`src/rtl/float2int_pkg.sv`:
```
// rtl/float2int_pkg.sv - shared constants, FSM state type and reference decode for float2int_dec
//
// Purpose: widths of the 7-bit minifloat and the 11-bit integer it encodes,
// the decoder state encoding, and an arithmetic reference decode used to
// predict results independently of the iterative shifter.
package float2int_pkg;

   localparam int FLT_W = 7;
   localparam int EXP_W = 3;
   localparam int MAN_W = 4;
   localparam int INT_W = 11;

   typedef enum logic [1:0] {
      IDLE  = 2'd0,
      SHIFT = 2'd1,
      DONE  = 2'd2
   } state_t;

   // Value a code stands for. With round_mid set and e>=2 the midpoint of the
   // truncated interval (2^(e-2)) is added on top of the floor value.
   function automatic logic [INT_W-1:0] decode_ref(input logic [FLT_W-1:0] code,
                                                   input logic             round_mid);
      logic [EXP_W-1:0] e;
      logic [MAN_W-1:0] m;
      int unsigned      v;
      e = code[FLT_W-1:MAN_W];
      m = code[MAN_W-1:0];
      if (e == '0) begin
         v = int'(m);
      end else begin
         v = (16 + int'(m)) * (1 << (int'(e) - 1));
         if (round_mid && (e >= 3'd2)) begin
            v = v + (1 << (int'(e) - 2));
         end
      end
      return v[INT_W-1:0];
   endfunction

endpackage

```
`src/rtl/float2int_dec.sv`:
```
// rtl/float2int_dec.sv - iterative minifloat-to-integer decoder with valid/ready handshakes
//
// Purpose: reconstructs the 11-bit unsigned integer for a 7-bit minifloat
// code ([6:4] exponent, [3:0] mantissa) by loading the significand and
// shifting it left one bit per cycle, e-1 times.
//
// Ports:
//   clk        clock, all state on rising edge
//   rst        synchronous active-high reset
//   in_valid   float code present
//   in_ready   block can accept a code this cycle
//   in_float   7-bit code, sampled only on accept
//   out_valid  out_int holds a finished result
//   out_ready  sink accepts the result
//   out_int    decoded 11-bit integer, meaningful while out_valid=1
//
// Parameter ROUND_MID: 0 truncates (zero fill), 1 reconstructs the midpoint.
module float2int_dec
   import float2int_pkg::*;
#(
   parameter int ROUND_MID = 0
) (
   input  logic              clk,
   input  logic              rst,
   input  logic              in_valid,
   output logic              in_ready,
   input  logic [FLT_W-1:0]  in_float,
   output logic              out_valid,
   input  logic              out_ready,
   output logic [INT_W-1:0]  out_int
);

   localparam logic RMID = (ROUND_MID != 0);

   state_t           state;
   state_t           state_nxt;
   logic [INT_W-1:0] sreg;
   logic [EXP_W-1:0] cnt;
   logic             first;
   logic             accept;
   logic [EXP_W-1:0] exp_in;
   logic [MAN_W-1:0] man_in;

   assign exp_in    = in_float[FLT_W-1:MAN_W];
   assign man_in    = in_float[MAN_W-1:0];
   assign in_ready  = (state == IDLE) || ((state == DONE) && out_ready);
   assign out_valid = (state == DONE);
   assign out_int   = sreg;
   assign accept    = in_valid && in_ready;

   always_ff @(posedge clk) begin
      if (rst) begin
         state <= IDLE;
      end else begin
         state <= state_nxt;
      end
   end

   always_comb begin
      state_nxt = state;
      case (state)
         IDLE:    if (accept) state_nxt = SHIFT;
         SHIFT:   if (cnt == '0) state_nxt = DONE;
         DONE: begin
            // Accept has precedence so a new code in the transfer cycle
            // starts immediately (back-to-back streaming).
            if (accept)         state_nxt = SHIFT;
            else if (out_ready) state_nxt = IDLE;
         end
         default: state_nxt = IDLE;
      endcase
   end

   always_ff @(posedge clk) begin
      if (rst) begin
         sreg  <= '0;
         cnt   <= '0;
         first <= 1'b0;
      end else if (accept) begin
         // Hidden leading one only for normalised codes (e != 0).
         sreg  <= {{(INT_W-MAN_W-1){1'b0}}, (exp_in != '0), man_in};
         cnt   <= (exp_in == '0) ? '0 : exp_in - 3'd1;
         first <= 1'b1;
      end else if ((state == SHIFT) && (cnt != '0)) begin
         // Midpoint rounding: only the first shift inserts a one, which
         // ends up at weight 2^(e-2) after the remaining shifts.
         sreg  <= {sreg[INT_W-2:0], RMID && first};
         cnt   <= cnt - 3'd1;
         first <= 1'b0;
      end
   end

endmodule

```
`config.mk`:
```
export PLATFORM = sky130hd
export DESIGN_NAME = float2int_dec
export DESIGN_NICKNAME = d
export VERILOG_FILES = /design/src/rtl/float2int_pkg.sv /design/src/rtl/float2int_dec.sv
export SDC_FILE = /design/constraint.sdc
export NUM_CORES = 1
export LEC_CHECK = 0
export ABC_AREA = 1
export BUFFER_PORTS_ARGS = -buffer_cell sky130_fd_sc_hd__buf_2
export CAP_MARGIN = 20
export CELL_PAD_IN_SITES_DETAIL_PLACEMENT = 0
export CELL_PAD_IN_SITES_GLOBAL_PLACEMENT = 1
export CORE_MARGIN = 5
export CORE_UTILIZATION = 34
export DETAILED_ROUTE_END_ITERATION = 6
export HOLD_SLACK_MARGIN = 0.03
export PLACE_DENSITY_LB_ADDON = 0.1
export SYNTH_ARGS = -nofsm -noshare
export SYNTH_HDL_FRONTEND = slang
export SYNTH_SLANG_ARGS = --single-unit
```
`constraint.sdc`:
```
create_clock -name clk -period 1.82 [get_ports clk]
set_input_delay 0.182 -clock clk [delete_from_list [all_inputs] [get_ports clk]]
set_output_delay 0.182 -clock clk [all_outputs]
set_load 0.03 [all_outputs]
```
==> qor.tcl <==
set qor(mostFrequentLayoutCells) {sky130_fd_sc_hd__nand2_1, sky130_fd_sc_hd__buf_2, sky130_fd_sc_hd__dfxtp_1, sky130_fd_sc_hd__a21oi_1}
set qor(cts-buffers-inserted) 3
set qor(postSynthRegisterBits) 16
set qor(syn_area_per_cell_um2) 7.28
set qor(report.final.setup_viol) 0
set qor(synth_enable_flop_cells) 0
set qor(die_height_um) 59.0
set qor(holdCritPathClass) {input port to flop}
set qor(drt_iter0_markers) 30
set qor(vias_per_cell) 4.78
set qor(finalCriticalPeriod_ns) 1.57
set qor(number_of_unique_standard_cell_types_used_by_synthesis) 15
set qor(tightest_slew_ns) 0.299
set qor(synth_cells) 112
set qor(cap_violations) 0
set qor(critical_path_class) {flop to flop}
set qor(first_global_vias) 729
set qor(pin_count_of_the_biggest_net_entering_global_routing) 18
set qor(cts_setup_buffers) 0
set qor(worst_hold_slack_ns) 0.118
set qor(cts.reportedPaths.clkPinSlew_ns) 0.09
set qor(timing.rr.end) {cnt[0]}
set qor(final-max-slew-violation-count) 0
set qor(power.static_leakage_nw) 0.464
set qor(outcome) {finished clean}
set qor(core_rows) 17
set qor(timing.critical_path.to_type) {flop}
set qor(routed-via-count) 784
set qor(timing.hold.worst_endpoint) {state[0]}
set qor(fmax_mhz) 637
set qor(synth_warnings) 0
set qor(core_area_um2) 2250
set qor(final_period_util_pct) 86.2
set qor(layout.filler_cells) 277
set qor(nets) 153
set qor(synth_seq_area_share_pct) 39.3
set qor(main_flop_type_after_synthesis) {sky130_fd_sc_hd__dfxtp_1}
set qor(dpl.hpwl_um) 1360
set qor(worstRegToRegCells) 9
set qor(syn2layout_area_growth_pct) 17.9
set qor(cts_hold_buf) 0
set qor(hp-start) {rst}
set qor(global_route.usage.total_pct) 11.5
set qor(antenna_violating_nets_post_route) 0
set qor(drive_gt1_share_pct) 22.8
set qor(fin_tns_setup_ns) 0
set qor(number_of_antenna_violations_at_the_first_check_in_global_routing) 0
set qor(cp_data_required_time_ns) 2.01
set qor(detail_route.wl_per_cell_um) 11.0
set qor(clock_sink_count) 16
set qor(clkLatencyLatePin_ns) 0.28
set qor(io-pin-count) 24
set qor(cts_resized) 0
set qor(crit-reg2reg-launch) {cnt[0]}
set qor(cts_tree) {done}
set qor(port_buffers) 23
set qor(dr.pass1.iters) 4
set qor(num_antenna_cells) 0
set qor(synth_async_sr_flop_share_pct) 0
set qor(critical_path_source_type) {flop}
set qor(netlist_area_pre_place_um2) 816
set qor(skew_ns) 0.00429
set qor(cts.root.buffer_cell) {sky130_fd_sc_hd__clkbuf_4}
set qor(slew_headroom_pct) 80.1
set qor(setup.reg_to_reg.worst_slack_ns) 0.25
set qor(hold_depth) 2
set qor(final_common_cell) {sky130_fd_sc_hd__nand2_1}
set qor(synth_nets) 127
set qor(routed_wl_um) 1810
set qor(fp.dieW_um) 59.0
set qor(power.ir.vdd_worst_mv) 0.555
set qor(cts-htree-levels) 1
set qor(routabilityCongestion) 0.704
set qor(post_detailed_route_drc_marker_count) 0
set qor(report.final.hold_viol_count) 0
set qor(grt_pass1_wl_um) 3110
set qor(cts_buffer_depth) 2
set qor(die-area_um2) 3480
set qor(start_util_pct) 36.2
set qor(rsz_0062_raised_after_global_routing) {false}
set qor(arrival_ns) 1.76
set qor(largest_fanout_on_the_critical_path) 17
set qor(aggregate_global_routing_overflow) 0
set qor(pwr_density_cell_nw_per_um2) 811
-- synthesized netlist by cell type (2+ instances only) --
master | n | share of area [%]
sky130_fd_sc_hd__a21oi_1 | 13 | 8.0
sky130_fd_sc_hd__ha_1 | 4 | 6.1
sky130_fd_sc_hd__inv_1 | 12 | 5.5
sky130_fd_sc_hd__o21ai_0 | 6 | 3.7
sky130_fd_sc_hd__nand3_4 | 2 | 4.3
sky130_fd_sc_hd__nand3_1 | 7 | 4.3
sky130_fd_sc_hd__nand2_1 | 32 | 15
sky130_fd_sc_hd__nand4_1 | 3 | 2.3
sky130_fd_sc_hd__nor2_1 | 12 | 5.5
sky130_fd_sc_hd__dfxtp_1 | 16 | 39
-- sequential cells by signal (all words and copies together) (netlist names) --
name     cells
out_int     11
cnt          3
state        2
-- critical path, stage by stage, from the launching register on --
cell and delay, ns:
sky130_fd_sc_hd__dfxtp_1 0.32, sky130_fd_sc_hd__inv_1 0.05, sky130_fd_sc_hd__ha_1 0.19, sky130_fd_sc_hd__ha_1 0.24
sky130_fd_sc_hd__inv_1 0.13, sky130_fd_sc_hd__nand3_4 0.19, sky130_fd_sc_hd__o21ai_0 0.20, sky130_fd_sc_hd__nand2_1 0.06
sky130_fd_sc_hd__inv_1 0.05, sky130_fd_sc_hd__nor2_1 0.03
-- logic make-up after synthesis --
family / count (synthesis) / share of synthesized area [%]
and+or+nand+nor: 58 / 33.7
AOI/OAI and AO/OA: 19 / 11.7
DFF: 16 / 39.3
buffers and inverters: 15 / 9.20
adders and majority gates: 4 / 6.14
-- layout make-up --
cell class | instances | area, um^2 | share of cell area (%)
multi-input cells | 81 | 420 | 43.7
repair buffers | 23 | 115 | 12.0
well taps | 28 | 35.0 | 3.64
clock buffers | 3 | 22.5 | 2.34
inverters | 13 | 48.8 | 5.07
flip-flops and latches | 16 | 320 | 33.3
-- stage by stage --
stage | worst slack, ns | std cells | power (mW) | instance area, um^2 | util [%]
after detailed placement | 0.249 | 161 | 0.608 | 940 | 41.7
final | 0.251 | 164 | 0.780 | 962 | 42.7
after CTS | 0.232 | 164 | 0.790 | 962 | 42.7
after global routing | 0.0425 | 164 | 0.838 | 962 | 42.7
after floorplan | 0.459 | 112 | 0.559 | 816 | -
after global placement | 0.308 | 161 | 0.604 | 940 | 41.7
-- metal layers --
| layer | vias up | part of all wire (%) | global-route usage (%) |
|---|---|---|---|
| li1 | 411 | - | - |
| met4 | 0 | 0.66 | 2.91 |
| met2 | 22 | 46 | 17.8 |
| met1 | 349 | 46 | 15.1 |
| met3 | 2 | 6.9 | 4.36 |
| met5 | - | 0 | 0 |
-- where the power goes --
group | internal (mW) | switching [mW] | leakage (nW)
clock network | 0.0767 | 0.105 | 0.0138
logic | 0.0666 | 0.139 | 0.319
registers | 0.373 | 0.0192 | 0.131
-- worst max-delay path by stage --
stage                 from     end  depth (start not counted)
floorplan           cnt[0]  cnt[2]                          9
global placement    cnt[0]  cnt[0]                          9
detailed placement  cnt[0]  cnt[0]                          9
CTS                 cnt[0]  cnt[0]                          9
global route        cnt[0]  cnt[0]                          9
finish              cnt[0]  cnt[0]                          9
(Power assumes the default switching activity.)
